**config.mk**
```make
export PLATFORM = sky130hd
export DESIGN_NAME = pipe_reg_skid
export DESIGN_NICKNAME = d
export VERILOG_FILES = /design/src/rtl/pipe_reg_skid.sv
export SDC_FILE = /design/constraint.sdc
export NUM_CORES = 1
export LEC_CHECK = 0
export BUFFER_PORTS_ARGS = -buffer_cell sky130_fd_sc_hd__buf_4
export CELL_PAD_IN_SITES_DETAIL_PLACEMENT = 2
export CELL_PAD_IN_SITES_GLOBAL_PLACEMENT = 2
export CORE_MARGIN = 4
export CORE_UTILIZATION = 33
export DETAILED_ROUTE_END_ITERATION = 12
export MAX_ROUTING_LAYER = met4
export PLACE_DENSITY_LB_ADDON = 0.1
export SYNTH_ARGS = -nofsm -noshare
export SYNTH_HDL_FRONTEND = slang
export SYNTH_SLANG_ARGS = --single-unit
```
**constraint.sdc**
```tcl
create_clock -name clk -period 1.38 [get_ports clk]
set_input_delay 0.276 -clock clk [delete_from_list [all_inputs] [get_ports clk]]
set_output_delay 0.276 -clock clk [all_outputs]
set_load 0.005 [all_outputs]
```
**src/rtl/pipe_reg_skid.sv**
```systemverilog
// pipe_reg_skid: 2-entry skid pipeline register with registered in_ready and synchronous flush.
// Optional perf counters (perf_stall_cnt, perf_bubble_cnt) when PIPE_REG_SKID_PERF_EN is defined.
module pipe_reg_skid #(
  parameter int PAYLOAD_W  = 48,
  parameter bit FLUSH_ZERO = 1'b1
) (
  input  logic                 clk,
  input  logic                 rst_n,
  input  logic                 flush,
  input  logic                 in_valid,
  output logic                 in_ready,
  input  logic [PAYLOAD_W-1:0] in_payload,
  output logic                 out_valid,
  input  logic                 out_ready,
  output logic [PAYLOAD_W-1:0] out_payload,
  output logic [1:0]           occupancy
`ifdef PIPE_REG_SKID_PERF_EN
  ,
  output logic [31:0]          perf_stall_cnt,
  output logic [31:0]          perf_bubble_cnt
`endif
);
  typedef enum logic [1:0] {EMPTY = 2'd0, ONE = 2'd1, TWO = 2'd2} state_t;
  state_t               r_state, w_state_nx;
  logic [PAYLOAD_W-1:0] r_main_d, r_skid_d;
  logic                 r_in_ready;
  logic                 w_main_v, w_skid_v, w_in_fire, w_out_fire, w_main_ld;
  // The occupancy state doubles as the valid bits: skid is only ever live behind a live main.
  assign w_main_v    = r_state != EMPTY;
  assign w_skid_v    = r_state == TWO;
  assign w_in_fire   = in_valid & r_in_ready;
  assign w_out_fire  = w_main_v & out_ready;
  assign w_main_ld   = !w_main_v | w_out_fire;
  assign in_ready    = r_in_ready;
  assign out_valid   = w_main_v;
  assign out_payload = r_main_d;
  assign occupancy   = r_state;
  always_comb begin
    w_state_nx = r_state;
    case (r_state)
      EMPTY:   w_state_nx = w_in_fire ? ONE : EMPTY;
      ONE:     w_state_nx = (w_in_fire == w_out_fire) ? ONE : (w_in_fire ? TWO : EMPTY);
      TWO:     w_state_nx = w_out_fire ? ONE : TWO;
      default: w_state_nx = EMPTY;
    endcase
    if (flush) w_state_nx = EMPTY;
  end
  always_ff @(posedge clk or negedge rst_n) begin
    if (!rst_n) begin
      r_state    <= EMPTY;
      r_in_ready <= 1'b1;
    end else begin
      r_state    <= w_state_nx;
      r_in_ready <= w_state_nx != TWO;
    end
  end
  // Payloads only move on real transfers so an idle output keeps its last value.
  always_ff @(posedge clk or negedge rst_n) begin
    if (!rst_n) begin
      r_main_d <= '0;
      r_skid_d <= '0;
    end else if (flush) begin
      if (FLUSH_ZERO) begin
        r_main_d <= '0;
        r_skid_d <= '0;
      end
    end else begin
      if (w_main_ld && (w_skid_v || w_in_fire)) r_main_d <= w_skid_v ? r_skid_d : in_payload;
      if (w_in_fire && (!w_main_ld || w_skid_v)) r_skid_d <= in_payload;
    end
  end
`ifdef PIPE_REG_SKID_PERF_EN
  logic [31:0] r_stall_cnt, r_bubble_cnt;
  assign perf_stall_cnt  = r_stall_cnt;
  assign perf_bubble_cnt = r_bubble_cnt;
  always_ff @(posedge clk or negedge rst_n) begin
    if (!rst_n) begin
      r_stall_cnt  <= '0;
      r_bubble_cnt <= '0;
    end else begin
      if (w_main_v && !out_ready && r_stall_cnt != '1) r_stall_cnt <= r_stall_cnt + 32'd1;
      if (!w_main_v && out_ready && r_bubble_cnt != '1) r_bubble_cnt <= r_bubble_cnt + 32'd1;
    end
  end
`endif
endmodule

```
# --- Yosys cells after proc, flatten, opt, wreduce, memory -nomap -nowiden ---
# Cells that the tools add are included.
totals:
  register_bits: 99
  elab_cells: 32
  input_bits: 53
  output_inout_bits: 52
classes:
  bitwise: 3
  eq_ne: 4
  n_reduce_logical: 10
  muxes: 11
ops:
  columns: ["cell", "n"]
  rows:
  - ["48-bit two-way mux", 5]
  - ["2-bit two-way mux", 4]
  - ["2-bit one-hot mux with 3 select lines", 1]
  - ["2-bit nonzero test", 3]
  - ["1-bit bitwise AND", 2]
  - ["2-bit by 1-bit == test with 1-bit output (second input constant)", 1]
  - ["2-bit == test (second input constant)", 1]
  - ["1-bit logical AND", 2]
  - ["1-bit zero test", 2]
  - ["2-bit zero test", 1]
  - ["1-bit logical OR", 2]
  - ["2-bit inequality test (second input constant)", 1]
  - ["1-bit == test", 1]
  - ["1-bit two-way mux", 1]
  - ["1-bit bitwise OR", 1]

# --- Logic depth before layout (Yosys ltp) ---
# Gate-level depths: netlist of run 1.
logic_depth:
  ltp_word: 8
  ltp_mapped: 7
  mapped_depth_nobuf: 6

# --- Worst setup path after synthesis of run 1 ---
# No wires, ideal clock.
synth_timing:
  path_type: "reg-to-reg"
  start: "register r_state[0], in the netlist occupancy[0]"
  end: "register r_main_d[14], in the netlist out_payload[14]"
  setup_time_ns: 0.123
  slack_ns: -0.171
  path_stages_with_launch: 8
  arrival_time_ns: 1.429
  n_path_buf: 4
  period_less_slack_ns: 1.551
  t_required_ns: 1.257
  cell_sequence: "dfrtp_1 > buf_6 > o21ba_1 > buf_6 > o211a_1 > buf_6 > buf_6 > o2bb2ai_1"
synth_via:
  elab_chain_cells: 5
  elab_cells_between_ends: 11
  classes_between: "eq/ne (1); mux (3); bitwise (2); reduce/logical (5)"
synth_rtl:
  columns: ["element", "line", "source"]
  rows:
  - ["from (decl)", "24", "state_t r_state, w_state_nx;"]
  - ["from (signal assigned)", "53", "r_state <= w_state_nx;"]
  - ["2-bit nonzero test", "29", "assign w_main_v = r_state != EMPTY;"]
  - ["1-bit bitwise AND / 1-bit zero test (equally long branches)", "32, 33", null]
  - ["1-bit bitwise OR", "33", "assign w_main_ld = !w_main_v | w_out_fire;"]
  - ["1-bit logical AND", "68", "if (w_main_ld && (w_skid_v || w_in_fire)) r_main_d <= w_skid_v ? r_skid_d : in_payload;"]
  - ["2-bit nonzero test (no source line)", null, null]
  - ["to (signal assigned)", "68", null]
  - ["to (decl)", "25", "logic [PAYLOAD_W-1:0] r_main_d, r_skid_d;"]
# Several ways; a longest one is shown, not always the timed one. The select of a mux whose other input is x is not followed.
# A chain may end at the register's enable or synchronous reset.

# --- Worst setup path in the final report of run 1 ---
layout_timing:
  start: "register r_in_ready, in the netlist in_ready"
  end: "register r_main_d[34], in the netlist out_payload[34]"
layout_via:
  elab_chain_cells: 4
layout_rtl:
  columns: ["element", "line", "source"]
  rows:
  - ["from (decl)", "26", "logic r_in_ready;"]
  - ["from (signal assigned)", "51", "r_in_ready <= 1'b1;"]
  - ["from (signal assigned)", "54", "r_in_ready <= w_state_nx != TWO;"]
  - ["1-bit bitwise AND", "31", "assign w_in_fire = in_valid & r_in_ready;"]
  - ["1-bit logical OR", "68", null]
  - ["1-bit logical AND", "68", null]
  - ["2-bit nonzero test (no source line)", null, null]
# Every way passes these cells.

==> results by group, run 1 <==
Status
  • Outcome: complete, but fails checks
  • Failing checks: setup timing

Yosys
  • Netlist Area Pre-Place: 4370 um2
  • #FFs+latches synth: 99
  • Sequential fraction of the synthesis area: a little under three fifths
  • Post-synthesis cell type count: 29
  • Syn Nets: 359
  • Syn Inst Count: 305
  • Post-synth EDFFs: 0
  • Ys flop type: dfrtp_1
  • Mean Syn Cell Area: 14.3 um2
  • Synth warn: 0
  • Fraction of registers with async set/reset: 100%

Power and ir drop
  • Flop pwr share: a little over two fifths
  • Cell Pwr Density: 1150 nW/um2
  • Maximum vdd drop: 712 uV
  • Combinational power share: ~21%
  • Psw: 2.04 mW
  • Leakage: 3.29 nW
  • Clock network fraction of total power: between 30 and 40%
  • Sw frac: 27.1%
  • Internal: 5.48 mW

GRT
  • GRT Total Usage: 20.1%
  • Grt total ovfl: 0
  • Pin count of the biggest net entering global routing: 40
  • Number of global-route vias before repair: 3,697
  • Antenna violations before repair: 0
  • First-pass GRT wire length: 22,200 um

STA
  • Normalized max-slew margin: 76.1%
  • Final Skew: 0.00728 ns
  • Fmax: about 630 MHz
  • Crit path time final: 1.60 ns
  • Final setup vio count: 101
  • Fin. max-slew vios: 0
  • RSZ-0062 raised after global routing: yes
  • Final Hold Viols: 0
  • Fin crit share: 116%
  • Fin worst setup slack: -0.218 ns
  • Worst-margin pin slew: about 0.36 ns

Floorplanning
  • I/O Pins: 105
  • Area of the core: 12,800 um2
  • Initial Utilization: 34.2%
  • Chip width: 123 um
  • # rows: 41
  • DIE AREA: around 15,000 um2
  • Die Y: 123 um

Detailed routing
  • DRT iter0 DRCs: 130
  • Routed WL: about 16,000 um
  • Pre-Repair DR Iteration Count: 4
  • Mean routed wirelength per cell: 25.3 um
  • Via count: between 3,000 and 4,000
  • Vias per inst: 5.41
  • Final ANT Viol Nets: 0
  • DRC Markers: 0

Worst setup path
  • Critical path class: reg2reg
  • CP max FO: 16
  • Worst reg2reg setup slack: -0.22 ns
  • WP data arrival: 1.87 ns
  • Critical Path RT: approximately 1.7 ns
  • Startpoint types: flip-flop
  • Crit. End Element: flip-flop
  • Cells on worst reg2reg path: 5

Min path
  • Hold Path Class: in2reg
  • Hold path cells: 2

Placement
  • DP Area: 5480 um2
  • Placer Congestion: 0.758
  • DP HPWL: between 8000 and 9000 um
  • I/O Buffers: 104

Clock tree
  • Max H-tree Level: 3
  • Clk slew on worst S/H paths: 0.07 ns
  • Clock Tree Buf Depth: 2
  • CTS tree: yes
  • Total CTS buffers: 9
  • Clock Root Buffer: clkbuf_16
  • Clk Latency, worst-skew pair: between 0.3 and 0.4 ns
  • CTS Sinks: 99

Final layout
  • Commonest non-fill, non-tap cell in the layout: buf_4
  • Share of layout cells above drive strength 1: around half
  • Layout net count: 493
  • Core Util, Final: roughly 51%
  • Area grow syn2layout: 49.9%
  • Antenna cells: 0
  • Commonest non-fill, non-tap cells in the layout: 120 x buf_4, 97 x dfrtp_1, 48 x a22o_1
  • Post-route cell area: 6550 um2

Flow run
  • Max cap viols: 0
==> final timing paths <==
check                               start              end
setup / recovery                 in_ready  out_payload[34]
hold / removal              in_payload[7]      r_skid_d[7]
setup reg to reg                 in_ready  out_payload[34]
hold reg to reg            out_payload[8]   out_payload[8]
max in group asynchronous           rst_n         in_ready
min in group asynchronous           rst_n  out_payload[12]
==> power by group through the flow <==
stage	clock network [mW]	registers (mW)	logic (mW)
2_1_floorplan	0	3.26	0.533
3_3_place_gp	0	3.28	1.12
3_5_place_dp	0	3.29	1.15
4_1_cts	2.78	3.25	1.36
5_1_grt	2.93	3.29	1.65
6_report	2.70	3.27	1.55
==> state kept, by name, summed over array words and instances (netlist names) <==
signal	cells
r_skid_d	48
occupancy	2
in_ready	1
out_payload	48
==> synthesized netlist by cell type (all sizes together), types with 2 or more instances <==
cell type | n | area [um2]
mux2i | 48 | 480
a22o | 48 | 420
nand3b | 4 | 30.0
o2111ai | 8 | 70.1
o2bb2ai | 40 | 407
nand2 | 4 | 15.0
inv | 2 | 7.50
buf | 24 | 196
nand2b | 2 | 12.5
dfrtp | 98 | 2450
clkbuf | 6 | 30.0
o31ai | 8 | 100
a21oi | 2 | 10.0
==> final cells by class <==
class,count,area [um2]
fill,1166,6230
sequential,99,2480
multi-input combinational,175,2030
timing repair buffer,152,1500
clock buffer,13,270
tap,172,215
clock inverter,3,43.8
inverter,2,7.51
==> per-layer routing <==
| metal | GRT usage [%] | up-vias | share of wire [%] |
|---|---|---|---|
| met5 | - | - | 0 |
| met1 | 26.6 | 1767 | 44 |
| met2 | 31.3 | 79 | 51 |
| met3 | 4.99 | 22 | 3.8 |
| li1 | - | 1463 | - |
| met4 | 4.50 | 0 | 1.4 |
==> what timing repair did <==
action,4_1_cts,5_1_grt
cloned,4,7
hold buffers,1,0
setup buffers,5,2
gates resized for setup,43,34
setup endpoints to repair,99,103
hold endpoints to repair,9,0
pin swaps,20,36
==> critical path, stage by stage, from the launching register on <==
cell       delay, ns
dfstp_2         0.56
nand2_2         0.07
buf_6           0.13
o32a_4          0.42
buf_12          0.19
o2bb2ai_2       0.15
==> stage by stage <==
step	setup TNS [ns]	hold WS [ns]	setup WS, ns	instances	power, mW
after CTS	-16.04	0.131	-0.194	607	7.38
after floorplan	-8.60	-0.0196	-0.171	305	3.80
after global routing	-23.05	0.134	-0.300	616	7.88
final	-17.44	0.149	-0.218	616	7.52
after detailed placement	-18.51	0.130	-0.258	581	4.44
after global placement	-15.33	0.130	-0.217	581	4.40
==> cells by family after synthesis <==
| family | after synthesis | share of synthesized area (%) |
|---|---|---|
| simple gates | 14 | 2.09 |
| buf+inv | 32 | 5.36 |
| compound gates | 111 | 24.5 |
| fa+ha+maj | 1 | 0.286 |
| flops | 99 | 56.8 |
| mux | 48 | 11.0 |
Power figures use the tool's default switching activity.
==> run 2, diff against run 1 <==
--- a/config.mk
+++ b/config.mk
@@ -11,8 +11,8 @@
 export CORE_MARGIN = 4
 export CORE_UTILIZATION = 33
 export DETAILED_ROUTE_END_ITERATION = 12
-export MAX_ROUTING_LAYER = met4
 export PLACE_DENSITY_LB_ADDON = 0.1
+export SLEW_MARGIN = 20
 export SYNTH_ARGS = -nofsm -noshare
 export SYNTH_HDL_FRONTEND = slang
 export SYNTH_SLANG_ARGS = --single-unit
==> run 2 against run 1 <==
Effect of this change: the run still ends with setup timing left; die area did not move; clock power about the same; power fell by 0.16%; sequential power is essentially flat; worst hold slack worse by 0.0017 ns; critical path depth did not move; design area is 0.84% lower; clock-buffer cell count stayed put; first-iteration DRC count is 12% lower; maximum frequency is 1.4% higher; via count hardly changed; largest power group unchanged; largest cell class unchanged; combinational power down 3%.
==> results by group, run 2 (synthesis gave the netlist of run 1 again) <==
Status
  • Outcome: complete, but fails checks (unchanged)
  • Failing checks: setup timing (unchanged)

Floorplanning
  • DIE AREA: 15,100 um2 (unchanged)
  • I/O Pins: 105 (unchanged)
  • Area of the core: 12,800 um2 (unchanged)
  • Die Y: 123 um (unchanged)
  • Initial Utilization: 34.2% (unchanged)
  • Chip width: 123 um (unchanged)
  • # rows: 41 (unchanged)

Detailed routing
  • Final ANT Viol Nets: 0 (unchanged)
  • Pre-Repair DR Iteration Count: 4 (unchanged)
  • DRC Markers: 0 (unchanged)
  • Vias per inst: 5.40 (was 5.41)
  • DRT iter0 DRCs: 114 (was 130)
  • Via count: 3,328 (was 3,331)
  • Routed WL: 15,300 um (was 15,600 um)
  • Mean routed wirelength per cell: 24.9 um (was 25.3 um)

Placement
  • Placer Congestion: 0.749 (was 0.758)
  • Setup WS pre-CTS: -0.258 ns (unchanged)
  • I/O Buffers: 104 (unchanged)
  • DP HPWL: 8590 um (unchanged)

Min path
  • Hold Path Class: in2reg (unchanged)
  • Hold wc startpoint: in_payload[7] (unchanged)
  • Worst hold path endpoint: r_skid_d[7] (unchanged)
  • Hold path cells: 2 (unchanged)

GRT
  • Pin count of the biggest net entering global routing: 40 (unchanged)
  • GRT Total Usage: 19.5% (was 20.1%)
  • Antenna violations before repair: 0 (unchanged)
  • Number of global-route vias before repair: 3,713 (was 3,697)
  • Grt total ovfl: 0 (unchanged)
  • First-pass GRT wire length: 22,300 um (was 22,200 um)

Power and ir drop
  • Maximum vdd drop: 614 uV (was 712 uV)
  • Cell Pwr Density: 1160 nW/um2 (was 1150 nW/um2)
  • Leakage: 3.28 nW (was 3.29 nW)

Clock tree
  • Clock Tree Buf Depth: 2 (unchanged)
  • CTS tree: yes (unchanged)
  • Max H-tree Level: 3 (unchanged)
  • Clock Root Buffer: clkbuf_16 (unchanged)
  • CTS Sinks: 99 (unchanged)
  • Total CTS buffers: 9 (unchanged)
  • Clk Latency, worst-skew pair: 0.36 ns (about the same)
  • Clk slew on worst S/H paths: 0.07 ns (about the same)

Final layout
  • Number of fill cells: 1,182 (was 1,166)
  • Antenna cells: 0 (unchanged)
  • Area of the multi-input gates: 2000 um2 (was 2030 um2)
  • Commonest non-fill, non-tap cell in the layout: buf_4 (unchanged)
  • Share of layout cells above drive strength 1: 50.9% (was 50.7%)
  • Commonest non-fill, non-tap cells in the layout: 121 x buf_4, 97 x dfrtp_1, 48 x a22o_1 (was 120 x buf_4, 97 x dfrtp_1, 48 x a22o_1)
  • Area grow syn2layout: 48.7% (was 49.9%)
  • Flip-flop and latch area: 2480 um2 (unchanged)
  • Layout net count: 493 (unchanged)

Worst setup path
  • Critical Path RT: 1.65 ns (about the same)
  • Critical path class: reg2reg (unchanged)
  • WP data arrival: 1.84 ns (was 1.87 ns)
  • Crit. End Element: flip-flop (unchanged)
  • CP max-delay cell: dfrtp_2 (was dfstp_2)
  • Cells on worst reg2reg path: 5 (unchanged)
  • R2R Path Start: occupancy[0] (was in_ready)
  • CP max FO: 6 (was 16)
  • R2R Path End: out_payload[31] (was out_payload[34])
  • Worst reg2reg setup slack: -0.20 ns (was -0.22 ns)
  • Startpoint types: flip-flop (unchanged)
  • Max incr delay on CP: 0.45 ns (was 0.56 ns)
  • Critical-path cell list: buf_6 -> o21ba_4 -> o211a_4 -> buf_12 -> o31ai_4 (was nand2_2 -> buf_6 -> o32a_4 -> buf_12 -> o2bb2ai_2)

STA
  • Final Hold Viols: 0 (unchanged)
  • Fin crit share: 114% (was 116%)
  • Hold slack: 0.147 ns (was 0.149 ns)
  • Fin. max-slew vios: 0 (unchanged)
  • Crit path time final: 1.58 ns (was 1.60 ns)
  • Fmax: 634 MHz (was 626 MHz)
  • Normalized max-slew margin: 74.6% (was 76.1%)
  • Final setup vio count: 101 (unchanged)
  • Worst-margin pin slew: 0.381 ns (was 0.359 ns)
  • Fin worst setup slack: -0.196 ns (was -0.218 ns)
  • Final Skew: 0.00537 ns (was 0.00728 ns)
  • RSZ-0062 raised after global routing: yes (unchanged)
  • TNS Setup: -16.77 ns (was -17.44 ns)

Flow run
  • Max cap viols: 0 (unchanged)
## run 2: cell types whose count changed in the layout (fill, tap and decap cells not counted)
cell / delta
mux2i_2: -1
o2bb2ai_1: -2
buf_6: +1
mux2i_1: +1
buf_12: -3
buf_8: +1
buf_4: +1
o2bb2ai_2: +5
o2bb2ai_4: -3
## run 2: metal layers
metal | vias to the layer above | track usage [%] | routed length (um)
met5 | - | 0 | 0
met4 | 0 | 4.50 | 214
met3 | 18 | 5.17 | 745
met2 | 92 | 31.3 | 7880
met1 | 1757 | 26.5 | 6480
li1 | 1461 | - | -
## run 2: how the worst max path moves through the flow
stage | from | endpoint | slack [ns] | depth (start not counted)
global placement | in_ready | r_skid_d[37] | -0.22 | 4
global route | occupancy[1] | r_skid_d[47] | -0.24 | 6
detailed placement | in_ready | r_skid_d[37] | -0.26 | 4
finish | occupancy[0] | out_payload[31] | -0.20 | 5
CTS | occupancy[0] | r_skid_d[37] | -0.19 | 6
floorplan | occupancy[0] | out_payload[14] | -0.17 | 7
## run 2: cell type report
class / instances / area share [%]
timing repair buffer: 152 / 22.7
sequential: 99 / 38.2
multi-input combinational: 175 / 30.8
clock buffer: 13 / 4.16
clock inverter: 3 / 0.675
inverter: 2 / 0.116
tap: 172 / 3.32
## run 2: repair_timing
action | 4_1_cts | 5_1_grt
resized for setup | 43 | 26
hold buffers | 1 | 0
pin swaps | 20 | 36
endpoints found under the hold margin | 9 | 0
cloned | 4 | 7
setup buffers | 5 | 2
setup endpoints to repair | 99 | 103
## run 2: report_power, final
group	total, mW	internal [mW]	switching, mW
logic	1.51	0.801	0.713
registers	3.26	3.10	0.164
clock network	2.73	1.56	1.17
total	7.51	5.46	2.05
## run 2: worst max-delay path: cells and delay by family (launching register included)
kind            cells  cell delay, ns
compound gates      3            0.72
buf+inv             2            0.31
flops               1            0.45
## run 2: per-stage QoR
stage | cell area [um2] | std cells | utilization (%) | power [mW]
floorplan | 4410 | 305 | - | 3.80
global placement | 5480 | 581 | 42.9 | 4.40
detailed placement | 5480 | 581 | 42.9 | 4.44
CTS | 6170 | 607 | 48.3 | 7.38
global route | 6490 | 616 | 50.8 | 7.84
finish | 6490 | 616 | 50.8 | 7.51
==> run 3, diff against run 2 <==
--- a/config.mk
+++ b/config.mk
@@ -5,11 +5,12 @@
 export SDC_FILE = /design/constraint.sdc
 export NUM_CORES = 1
 export LEC_CHECK = 0
+export ABC_AREA = 1
 export BUFFER_PORTS_ARGS = -buffer_cell sky130_fd_sc_hd__buf_4
 export CELL_PAD_IN_SITES_DETAIL_PLACEMENT = 2
 export CELL_PAD_IN_SITES_GLOBAL_PLACEMENT = 2
-export CORE_MARGIN = 4
-export CORE_UTILIZATION = 33
+export CORE_MARGIN = 2
+export CORE_UTILIZATION = 28
 export DETAILED_ROUTE_END_ITERATION = 12
 export PLACE_DENSITY_LB_ADDON = 0.1
 export SLEW_MARGIN = 20
==> run 3 against run 2 <==
Effect of this change: the flow still finishes with violations (setup timing); sequential share of layout area down 1.4 points; clock-buffer cell count is 3 lower; maximum frequency is 7.6% higher; clock power down 3%; core utilization is 10 points lower; sequential power about the same; area after synthesis rose by 9.5%; power shrank 1.2%.
==> results by group, run 3 <==
STA
  • Fin. max-slew vios: 0 (unchanged)
  • Final Skew: 0.0104 ns (was 0.00537 ns)
  • Hold slack: 0.178 ns (was 0.147 ns)
  • Worst-margin pin slew: 0.455 ns (was 0.381 ns)
  • Final Hold Viols: 0 (unchanged)
  • Fin crit share: 106% (was 114%)
  • Fin worst setup slack: -0.0856 ns (was -0.196 ns)
  • Fmax: 682 MHz (was 634 MHz)
  • RSZ-0062 raised after global routing: yes (unchanged)
  • TNS Setup: -0.899 ns (was -16.77 ns)
  • Normalized max-slew margin: 69.6% (was 74.6%)
  • Final setup vio count: 33 (was 101)
  • Crit path time final: 1.47 ns (was 1.58 ns)

Placement
  • Setup WS pre-CTS: -0.0791 ns (was -0.258 ns)
  • DP Area: 5990 um2 (was 5480 um2)
  • I/O Buffers: 104 (unchanged)
  • DP HPWL: 11,800 um (was 8590 um)
  • Placer Congestion: 0.779 (was 0.749)

Yosys
  • Largest family of logic cells by synthesized area: simple AND/OR/NAND/NOR gates (was compound AO/OA/AOI/OAI gates)
  • Post-synth EDFFs: 0 (unchanged)
  • Synth Area in XOR/XNOR: 0% (unchanged)
  • Synth area leader: dfrtp_1 (unchanged)
  • Adder-cell share of the synthesized area: 0.262% (was 0.287%)
  • Synth top cells by count: 250 x nand2_1, 99 x nand3_1, 98 x dfrtp_1 (was 98 x dfrtp_1, 48 x a22o_1, 48 x mux2i_1)
  • Syn Inst Count: 615 (was 305)
  • Sequential fraction of the synthesis area: 51.8% (was 56.8%)
  • Main area contributors after synthesis: dfrtp_1 51%, nand2_1 20%, nand3_1 10%, nand4_1 6.3%, a21oi_1 5.1% (was dfrtp_1 56%, mux2i_1 11%, a22o_1 9.6%, o2bb2ai_1 6.2%, o2bb2ai_2 3.1%)
  • Fraction of registers with async set/reset: 100% (unchanged)
  • #FFs+latches synth: 99 (unchanged)
  • Post-synthesis cell type count: 18 (was 29)
  • Synth warn: 0 (unchanged)
  • Syn Nets: 669 (was 359)
  • Mux contribution to synthesized area: 0% (was 11.0%)
  • Mean Syn Cell Area: 7.77 um2 (was 14.3 um2)
  • Netlist Area Pre-Place: 4780 um2 (was 4370 um2)
  • Count leader, synth: nand2_1 (was dfrtp_1)
  • Ys flop type: dfrtp_1 (unchanged)
  • Top-area cell type share of the netlist area: 51.3% (was 56.2%)
  • Post-Synth Simple-Gate Area: 36.7% (was 2.09%)
  • Complex-gate fraction of the synthesized area: 5.34% (was 24.5%)

GRT
  • GR met1 Demand/Resource: 26.4% (was 26.5%)
  • Pin count of the biggest net entering global routing: 88 (was 40)
  • Antenna violations before repair: 0 (unchanged)
  • Met3 usage: 2.36% (was 5.17%)
  • Met2 Use GR: 36.2% (was 31.3%)
  • Grt total ovfl: 0 (unchanged)
  • GRT Total Usage: 20.5% (was 19.5%)
  • Number of global-route vias before repair: 5,391 (was 3,713)
  • First-pass GRT wire length: 29,300 um (was 22,300 um)
  • Most used routing layer: met2 (unchanged)

Worst setup path
  • CP delay by family, top: flip-flops (was compound AO/OA/AOI/OAI gates)
  • Crit. End Element: primary output (was flip-flop)
  • Startpoint types: flip-flop (unchanged)
  • Critical-path cell list: inv_2 -> nand2_2 -> buf_6 -> buf_6 (was buf_6 -> o21ba_4 -> o211a_4 -> buf_12 -> o31ai_4)
  • CP max-delay cell: dfrtp_2 (unchanged)
  • WP data arrival: 1.19 ns (was 1.84 ns)
  • CP max FO: 4 (was 6)
  • Worst Path Buf+Inv: 3 (was 2)
  • Crit path top cell by count: buf_6
  • Critical Path RT: 1.10 ns (was 1.65 ns)
  • Max incr delay on CP: 0.45 ns (about the same)
  • Critical path class: reg2out (was reg2reg)

Final layout
  • Layout net count: 777 (was 493)
  • Commonest non-fill, non-tap cells in the layout: 229 x nand2_1, 125 x buf_4, 98 x nand3_1 (was 121 x buf_4, 97 x dfrtp_1, 48 x a22o_1)
  • Antenna cells: 0 (unchanged)
  • Share of layout cells above drive strength 1: 31.7% (was 50.9%)
  • Post-route cell area: 6740 um2 (was 6490 um2)
  • Commonest non-fill, non-tap cell in the layout: nand2_1 (was buf_4)
  • Area grow syn2layout: 41.0% (was 48.7%)

Detailed routing
  • Final ANT Viol Nets: 0 (unchanged)
  • Routed WL: 17,900 um (was 15,300 um)
  • Mean routed wirelength per cell: 18.9 um (was 24.9 um)
  • Vias per inst: 5.16 (was 5.40)
  • Via count: 4,889 (was 3,328)
  • Pre-Repair DR Iteration Count: 5 (was 4)
  • DRC Markers: 0 (unchanged)
  • DRT iter0 DRCs: 191 (was 114)

Floorplanning
  • Die Y: 135 um (was 123 um)
  • I/O Pins: 105 (unchanged)
  • Area of the core: 16,600 um2 (was 12,800 um2)
  • Chip width: 135 um (was 123 um)
  • # rows: 47 (was 41)
  • DIE AREA: 18,100 um2 (was 15,100 um2)
  • Initial Utilization: 28.7% (was 34.2%)

Clock tree
  • Clock Root Buffer: clkbuf_16 (unchanged)
  • Total CTS buffers: 9 (unchanged)
  • Clk Latency, worst-skew pair: 0.36 ns (about the same)
  • Clk slew on worst S/H paths: 0.08 ns (was 0.07 ns)
  • CTS tree: yes (unchanged)
  • Max H-tree Level: 3 (unchanged)
  • Clock Tree Buf Depth: 2 (unchanged)
  • CTS Sinks: 99 (unchanged)

Power and ir drop
  • Cell Pwr Density: 1100 nW/um2 (was 1160 nW/um2)
  • Leakage: 3.55 nW (was 3.28 nW)
  • Maximum vdd drop: 630 uV (was 614 uV)

Flow run
  • Max cap viols: 0 (unchanged)

Min path
  • Hold Path Class: in2reg (unchanged)

Status
  • Failing checks: setup timing (unchanged)
  • Outcome: complete, but fails checks (unchanged)
-- run 3: changes by cell type in the layout (fill, tap and decap cells not counted), sizes merged, moves of 6 or more --
cell and change:
nand3 +98, mux2i -48, o2111ai -8, nand4 +48
nand2 +247, clkbuf -7, o31ai -8, o2bb2ai -40
a22o -48, a21oi +47, buf +6
-- run 3: cell type report --
cell class,count,area (um2)
fillers,1857,9900
flip-flops and latches,99,2480
multi-input cells,454,2250
repair buffers,154,1410
well taps,220,275
clock buffers,10,239
clock inverters,6,63.8
inverters,5,28.8
-- run 3: cells by family after synthesis --
group	Yosys count
simple gates	402
flops	99
buf+inv	62
compound gates	51
fa+ha+maj	1
-- run 3: stage by stage --
step	power [mW]	std cells	util, %
final	7.42	948	40.5
after global routing	7.80	948	40.5
after CTS	7.44	943	39.3
after detailed placement	4.68	917	36.0
after global placement	4.63	917	36.0
after floorplan	3.86	615	-
-- run 3: final timing paths --
check	from	to	slack, ns	cells past startpoint
setup reg to reg	occupancy[1]	out_payload[6]	-0.06	9
hold reg to reg	r_skid_d[34]	r_skid_d[34]	0.51	2
hold / removal	in_payload[11]	r_skid_d[11]	0.18	3
min in group asynchronous	rst_n	r_skid_d[30]	0.37	2
max in group asynchronous	rst_n	r_skid_d[13]	0.53	3
setup / recovery	occupancy[0]	out_valid	-0.09	4
-- run 3: routing by layer --
metal | part of all wire, % | vias to the layer above | wire length [um]
li1 | - | 2267 | -
met1 | 45 | 2520 | 8100
met2 | 51 | 87 | 9170
met3 | 2.3 | 15 | 410
met4 | 1.3 | 0 | 232
met5 | 0 | - | 0
-- run 3: worst min-delay path, delay by kind of cell --
kind,cells,cell delay [ns]
simple gates,2,0.15
buf+inv,1,0.08
-- run 3: timing repair --
action | in CTS | in global routing
setup buffers | 8 | 5
gates resized for setup | 39 | 44
gates cloned | 1 | 1
hold buffers | 1 | 0
pin swaps | 14 | 27
endpoints found under the setup margin | 78 | 102
hold endpoints to repair | 14 | 0
-- run 3: report_power, final --
part | total [mW] | switching (mW) | internal, mW
Combinational | 1.53 | 0.851 | 0.674
Clock | 2.65 | 1.20 | 1.46
Sequential | 3.24 | 0.137 | 3.11
